### config.mk
export PLATFORM = sky130hd
export DESIGN_NAME = nexys_starship_monster_ctrl
export DESIGN_NICKNAME = d
export VERILOG_FILES = /design/src/rtl/nexys_starship_pkg.sv /design/src/rtl/nexys_starship_lane.sv /design/src/rtl/nexys_starship_monster_ctrl.sv
export SDC_FILE = /design/constraint.sdc
export NUM_CORES = 1
export LEC_CHECK = 0
export ABC_AREA = 1
export ABC_CLOCK_PERIOD_IN_PS = 2700
export CAP_MARGIN = 20
export CORE_MARGIN = 5
export CORE_UTILIZATION = 50
export CTS_CLUSTER_DIAMETER = 150
export DETAILED_ROUTE_END_ITERATION = 10
export MAX_ROUTING_LAYER = met4
export PLACE_DENSITY = 0.76
export SETUP_SLACK_MARGIN = 0.5
export SKIP_CTS_REPAIR_TIMING = 1
export SLEW_MARGIN = 20
export SYNTH_ARGS = -nofsm -noshare
export SYNTH_HDL_FRONTEND = slang
export SYNTH_SLANG_ARGS = --single-unit
### constraint.sdc
create_clock -name Clk -period 2.7 [get_ports Clk]
set_input_delay 0.405 -clock Clk [delete_from_list [all_inputs] [get_ports Clk]]
set_output_delay 0.405 -clock Clk [all_outputs]
set_load 0.005 [all_outputs]
### src/rtl/nexys_starship_pkg.sv
// Shared definitions for the starship monster controller.
// Holds the lane index constants, the per-lane state encoding, the
// default gameplay timing values and a small popcount helper used by
// the damage and kill counters.
package nexys_starship_pkg;

    // Lane indices, matching the shoot_dir encoding
    localparam int LANE_TOP   = 0;
    localparam int LANE_BTM   = 1;
    localparam int LANE_LEFT  = 2;
    localparam int LANE_RIGHT = 3;
    localparam int NUM_LANES  = 4;

    // Per-lane lifecycle state
    typedef enum logic [1:0] {
        LS_IDLE     = 2'b00,
        LS_ACTIVE   = 2'b01,
        LS_COOLDOWN = 2'b10
    } lane_state_e;

    // Default gameplay timing, in ticks / hit counts
    localparam int DEF_MONSTER_LIFE = 8;
    localparam int DEF_COOLDOWN     = 4;
    localparam int DEF_MAX_DAMAGE   = 5;

    // Number of set bits in a 4-bit lane vector
    function automatic logic [2:0] popcount4(input logic [3:0] vec);
        popcount4 = {2'b00, vec[0]} + {2'b00, vec[1]}
                  + {2'b00, vec[2]} + {2'b00, vec[3]};
    endfunction

endpackage

### src/rtl/nexys_starship_lane.sv
// Single monster lane: IDLE -> ACTIVE (countdown) -> COOLDOWN -> IDLE.
// Ports:
//   Clk, Reset   clock and synchronous active-high reset
//   tick         game-time enable; timers move only on tick
//   spawn_en     spawning globally allowed (game active, not over)
//   spawn_flag   spawn request for this lane, honoured only on tick
//   shot_here    a valid shot aimed at this lane this cycle
//   present      registered, high while the lane is ACTIVE
//   timer        registered remaining ticks, 0 unless ACTIVE
//   kill, hit    registered one-cycle pulses for shot / expired monster
module nexys_starship_lane
    import nexys_starship_pkg::*;
#(
    parameter int MONSTER_LIFE = DEF_MONSTER_LIFE,
    parameter int COOLDOWN     = DEF_COOLDOWN
) (
    input  logic       Clk,
    input  logic       Reset,
    input  logic       tick,
    input  logic       spawn_en,
    input  logic       spawn_flag,
    input  logic       shot_here,
    output logic       present,
    output logic [3:0] timer,
    output logic       kill,
    output logic       hit
);

    localparam logic [3:0] LIFE_C = 4'(MONSTER_LIFE);
    localparam logic [3:0] CD_C   = 4'(COOLDOWN);

    lane_state_e state_r;
    lane_state_e state_nxt_s;
    logic [3:0]  timer_r;
    logic [3:0]  timer_nxt_s;
    logic        kill_nxt_s;
    logic        hit_nxt_s;
    logic        present_r;
    logic [3:0]  timer_out_r;
    logic        kill_r;
    logic        hit_r;

    // Next-state and pulse decode for the lane lifecycle
    always_comb begin
        state_nxt_s = state_r;
        timer_nxt_s = timer_r;
        kill_nxt_s  = 1'b0;
        hit_nxt_s   = 1'b0;
        case (state_r)
            LS_IDLE: begin
                // Shots at an idle lane are ignored here; the top flags the miss
                if (tick && spawn_flag && spawn_en) begin
                    state_nxt_s = LS_ACTIVE;
                    timer_nxt_s = LIFE_C;
                end else begin
                    timer_nxt_s = 4'd0;
                end
            end
            LS_ACTIVE: begin
                // Checking the shot first makes a kill win over a same-cycle expiry
                if (shot_here) begin
                    state_nxt_s = LS_COOLDOWN;
                    timer_nxt_s = CD_C;
                    kill_nxt_s  = 1'b1;
                end else if (tick) begin
                    if (timer_r <= 4'd1) begin
                        state_nxt_s = LS_COOLDOWN;
                        timer_nxt_s = CD_C;
                        hit_nxt_s   = 1'b1;
                    end else begin
                        timer_nxt_s = timer_r - 4'd1;
                    end
                end else begin
                    timer_nxt_s = timer_r;
                end
            end
            LS_COOLDOWN: begin
                if (tick) begin
                    if (timer_r <= 4'd1) begin
                        state_nxt_s = LS_IDLE;
                        timer_nxt_s = 4'd0;
                    end else begin
                        timer_nxt_s = timer_r - 4'd1;
                    end
                end else begin
                    timer_nxt_s = timer_r;
                end
            end
            default: begin
                state_nxt_s = LS_IDLE;
                timer_nxt_s = 4'd0;
            end
        endcase
    end

    // State, timer and registered output update
    always_ff @(posedge Clk) begin
        if (Reset) begin
            state_r     <= LS_IDLE;
            timer_r     <= 4'd0;
            present_r   <= 1'b0;
            timer_out_r <= 4'd0;
            kill_r      <= 1'b0;
            hit_r       <= 1'b0;
        end else begin
            state_r     <= state_nxt_s;
            timer_r     <= timer_nxt_s;
            present_r   <= (state_nxt_s == LS_ACTIVE);
            timer_out_r <= (state_nxt_s == LS_ACTIVE) ? timer_nxt_s : 4'd0;
            kill_r      <= kill_nxt_s;
            hit_r       <= hit_nxt_s;
        end
    end

    assign present = present_r;
    assign timer   = timer_out_r;
    assign kill    = kill_r;
    assign hit     = hit_r;

endmodule

### src/rtl/nexys_starship_monster_ctrl.sv
// Monster controller: four independent lanes fed by the PRNG spawn flags,
// plus shot decode, miss detection, saturating damage / kill counters and
// a sticky game_over flag.
// Ports:
//   Clk, Reset                 clock and synchronous active-high reset
//   tick, game_active          game-time enable and spawn permission
//   top/btm/left/right_random  spawn requests for lanes 0..3
//   shoot_valid, shoot_dir     one-cycle shot strobe and target lane
//   monster_present, lane_timer  per-lane ACTIVE flag and remaining ticks
//   kill_pulse, hit_pulse, miss_pulse  one-cycle event pulses
//   damage, kill_count, game_over      saturating counters and end flag
module nexys_starship_monster_ctrl
    import nexys_starship_pkg::*;
#(
    parameter int MONSTER_LIFE = DEF_MONSTER_LIFE,
    parameter int COOLDOWN     = DEF_COOLDOWN,
    parameter int MAX_DAMAGE   = DEF_MAX_DAMAGE
) (
    input  logic        Clk,
    input  logic        Reset,
    input  logic        tick,
    input  logic        game_active,
    input  logic        top_random,
    input  logic        btm_random,
    input  logic        left_random,
    input  logic        right_random,
    input  logic        shoot_valid,
    input  logic [1:0]  shoot_dir,
    output logic [3:0]  monster_present,
    output logic [15:0] lane_timer,
    output logic [3:0]  kill_pulse,
    output logic [3:0]  hit_pulse,
    output logic        miss_pulse,
    output logic [3:0]  damage,
    output logic [7:0]  kill_count,
    output logic        game_over
);

    localparam logic [3:0] MAX_C = 4'(MAX_DAMAGE);

    logic [3:0]  spawn_s;
    logic [3:0]  shot_s;
    logic [3:0]  present_s;
    logic [15:0] timer_s;
    logic [3:0]  kill_s;
    logic [3:0]  hit_s;
    logic        spawn_en_s;
    logic [4:0]  damage_sum_s;
    logic [3:0]  damage_nxt_s;
    logic [8:0]  kill_sum_s;
    logic [7:0]  kill_nxt_s;
    logic        miss_nxt_s;
    logic        game_over_nxt_s;
    logic [3:0]  damage_r;
    logic [7:0]  kill_count_r;
    logic        miss_r;
    logic        game_over_r;

    assign spawn_s[LANE_TOP]   = top_random;
    assign spawn_s[LANE_BTM]   = btm_random;
    assign spawn_s[LANE_LEFT]  = left_random;
    assign spawn_s[LANE_RIGHT] = right_random;

    assign spawn_en_s = game_active & ~game_over_r;

    for (genvar n = 0; n < NUM_LANES; n++) begin : g_lane
        assign shot_s[n] = shoot_valid && (shoot_dir == 2'(n));

        nexys_starship_lane #(
            .MONSTER_LIFE (MONSTER_LIFE),
            .COOLDOWN     (COOLDOWN)
        ) u_lane (
            .Clk        (Clk),
            .Reset      (Reset),
            .tick       (tick),
            .spawn_en   (spawn_en_s),
            .spawn_flag (spawn_s[n]),
            .shot_here  (shot_s[n]),
            .present    (present_s[n]),
            .timer      (timer_s[4*n +: 4]),
            .kill       (kill_s[n]),
            .hit        (hit_s[n])
        );
    end

    // Counter updates from the lane pulses and miss / game-over decode
    always_comb begin
        damage_sum_s    = {1'b0, damage_r} + {2'b00, popcount4(hit_s)};
        damage_nxt_s    = (damage_sum_s > 5'd15) ? 4'd15 : damage_sum_s[3:0];
        kill_sum_s      = {1'b0, kill_count_r} + {6'b000000, popcount4(kill_s)};
        kill_nxt_s      = (kill_sum_s > 9'd255) ? 8'd255 : kill_sum_s[7:0];
        // present_s reflects the lane state seen by this shot, so a shot
        // that coincides with a spawn into an idle lane is still a miss
        miss_nxt_s      = shoot_valid & ~present_s[shoot_dir];
        game_over_nxt_s = game_over_r | (damage_r >= MAX_C);
    end

    // Counter, miss and game-over registers
    always_ff @(posedge Clk) begin
        if (Reset) begin
            damage_r     <= 4'd0;
            kill_count_r <= 8'd0;
            miss_r       <= 1'b0;
            game_over_r  <= 1'b0;
        end else begin
            damage_r     <= damage_nxt_s;
            kill_count_r <= kill_nxt_s;
            miss_r       <= miss_nxt_s;
            game_over_r  <= game_over_nxt_s;
        end
    end

    assign monster_present = present_s;
    assign lane_timer      = timer_s;
    assign kill_pulse      = kill_s;
    assign hit_pulse       = hit_s;
    assign miss_pulse      = miss_r;
    assign damage          = damage_r;
    assign kill_count      = kill_count_r;
    assign game_over       = game_over_r;

endmodule

==> summary.txt <==
Layout
  – Design area: 3820 sq um
  – N_diodes: 0
  – Share of cells above drive strength 1: 10.6%
  – Area Overhead vs Synth: 23.1%
  – Area of the multi-input gates: about 1400 sq um
  – Non-Filler Instances: 538
  – Nets: 485
  – Sequential cell area: 1320 sq um
  – Fillers: 517

Logic synthesis
  – Synth Instances: 411
  – Register bit total from synthesis: 66
  – Post-Syn Nets: roughly 440
  – Yosys warning count: 0
  – Count of different cell masters after synthesis: 32
  – Register area share after synthesis: 42.5%
  – Avg Inst Size Synth: 7.56 sq um
  – Synthesized area: 3110 sq um

Timing
  – Fmax achieved: 452 MHz
  – Setup TNS: 0 ns
  – Tcrit/Tclk final: 81.9%
  – Normalized max-slew margin: 62.4%
  – RSZ-0062 raised after global routing: yes
  – Worst setup margin: between 0.4 and 0.5 ns
  – Final Hold Vio Count: 0
  – Max-slew violation count: 0
  – Crit path time final: 2.21 ns
  – Max Clock Skew: around 0.0058 ns
  – Final setup vio count: 0
  – Slew @ Worst Pin: between 0.5 and 0.6 ns

Global route
  – Largest net degree at the start of global routing: 31
  – GRT Residual Overflow: 0
  – Tot GR Track Use: a little under a fifth
  – First-pass GRT wire length: 11,000 microns
  – Via count of the first global-routing pass: 2,460
  – Initial antenna violation count: 0

CTS
  – Clock Sinks: 66
  – Worst-Skew Late Latency: 0.35 ns
  – Root buffer cell: clkbuf_8
  – Clk pin slew, worst setup/hold paths: about 0.070 ns
  – Clock Path Buffers: 2
  – Num CTS Buffers: 9
  – H-tree depth: 3
  – CTS tree: built

Die
  – # IOs: 53
  – Die Wd: 88.8 microns
  – Core box area: 5990 sq um
  – Initial Utilization: roughly 52%
  – # rows: 28
  – Die Ht: 88.8 microns
  – DIE AREA: 7890 sq um

Power and ir drop
  – Power Density: 522 nW/um^2
  – Leak: 1.73 nW
  – Peak VDD IR: 0.000303 V

Place
  – DPL Wire Length: 5050 microns
  – Placed cell count: 520
  – IO buf count: 52
  – Dpl cell area: 3600 sq um
  – Post-Place Setup Slack: just under 0.4 ns
  – Placer congestion estimate: 0.870

Routing
  – WL final: 6830 microns
  – Residual DRC: 0
  – 1st-iter DRT viols: 95
  – Avg WL per Cell: 12.7 microns
  – Pre-antenna DRT Iters: 6
  – Final ANT Viol Nets: 0
  – DR vias/cell: 4.94
  – Via count: 2,657

Job
  – Max_cap viols: 0

Setup path
  – Critical path launch point type: register
  – Req. time, crit path: 2.99 ns
  – Critical Path Fanout Max: 6
  – WP data arrival: around 2.5 ns
  – CP Capture Type: register
  – Crit path kind: reg -> reg

Worst hold path
  – Hold Crit Class: reg -> reg

Status
  – Status: finished, final reports clean
[metrics by stage]
step	utilization, %	hold slack [ns]	power [mW]
2_1_floorplan	-	0.411	1.13
3_3_place_gp	60.0	0.467	1.18
3_5_place_dp	60.0	0.467	1.19
4_1_cts	63.3	0.477	2.01
5_1_grt	63.8	0.491	2.08
6_report	63.8	0.462	1.99
[synthesized netlist by cell type]
library cell,count,area share (%)
nand2_1,80,9.7
dfxtp_1,66,43
inv_1,63,7.6
nor2_1,55,6.6
a21oi_1,31,5.0
nand3_1,26,4.2
buf_4,12,2.9
ha_1,10,4.0
nand2_2,9,1.8
nor2_2,7,1.4
fa_1,6,3.9
nand4_1,5,1.0
nor3_1,5,0.81
nand3_2,4,1.3
o21ai_0,4,0.64
buf_2,3,0.48
clkbuf_1,3,0.36
xor2_1,3,0.85
a211oi_1,2,0.48
buf_6,2,0.73
inv_2,2,0.24
nor4_1,2,0.40
xnor2_1,2,0.56
clkinv_1,1,0.12
inv_4,1,0.20
nand3b_1,1,0.24
nor2_4,1,0.36
nor3_2,1,0.32
nor3_4,1,0.52
o2111ai_1,1,0.28
o211ai_1,1,0.24
o21ai_1,1,0.16
[registers in the layout, indices dropped and copies added, names as in the netlist]
signal	count
kill_count	8
g_lane.u_lane.hit	4
game_over	1
g_lane.u_lane.state_r	8
miss_pulse	1
g_lane.u_lane.kill	4
g_lane.u_lane.present	4
damage	4
g_lane.u_lane.timer_r	16
g_lane.u_lane.timer	16
[worst max-delay path, cell delays in order (launching register included)]
cell and delay [ns]:
dfxtp_2 0.33, fa_1 0.54, inv_1 0.05, fa_2 0.34, inv_2 0.08, fa_2 0.23
nand2_4 0.07, nor3_4 0.18, nand2_2 0.14, nand2_1 0.08, nor2_1 0.04, nor2_1 0.08
[final cells by class]
type,count,area share [%]
Multi-Input combinational cell,258,36.7
Sequential cell,66,34.6
Timing Repair Buffer,56,14.4
Inverter,67,6.64
Clock buffer,14,4.25
Tap cell,75,2.45
Clock inverter,2,0.916
[kinds of logic after synthesis]
kind of cell             share of synthesized area [%]
flip-flops                                        42.5
buffers and inverters                             12.7
XOR/XNOR                                          1.41
AND/OR/NAND/NOR                                   28.7
adder cells (fa/ha/maj)                           7.90
AO/OA/AOI/OAI                                     6.81
[per-layer routing]
layer	vias up	global-route usage (%)	part of all wire [%]
met5	-	-	0
met4	0	8.10	2.1
met3	16	5.49	6.2
met2	72	31.0	49
met1	1205	21.5	43
li1	1364	-	-
[worst paths after layout]
path / startpoint / end / slack (ns) / cells after the start
worst max register to register: kill_count[0]$_SDFF_PP0_ / kill_count[5]$_SDFF_PP0_ / 0.49 / 11
worst max-delay path: kill_count[0]$_SDFF_PP0_ / kill_count[5]$_SDFF_PP0_ / 0.49 / 11
worst min-delay path: g_lane[0].u_lane.present$_SDFF_PP0_ / miss_pulse$_SDFF_PP0_ / 0.46 / 1
worst min register to register: g_lane[0].u_lane.present$_SDFF_PP0_ / miss_pulse$_SDFF_PP0_ / 0.46 / 1
[placed cells by master (no fill, tap or decap), types with 3 or more instances in the layout]
cell             instances
a21oi_1                 31
o21ai_0                  4
dfxtp_1                 64
inv_2                    3
nand3_1                 26
clkbuf_8                11
nand4_1                  5
nand2_2                  8
fa_1                     3
nor2_2                   7
clkdlybuf4s50_1         52
inv_1                   62
buf_4                    4
nand2_1                 80
fa_2                     3
xor2_1                   3
nand3_2                  4
clkbuf_1                 3
nor2_1                  55
nor3_1                   5
ha_1                    10
[report_power, final]
part	internal [mW]	switching (mW)
clock	0.477	0.353
combinational	0.0625	0.0993
sequential	0.990	0.0130
(Power assumes the default switching activity.)
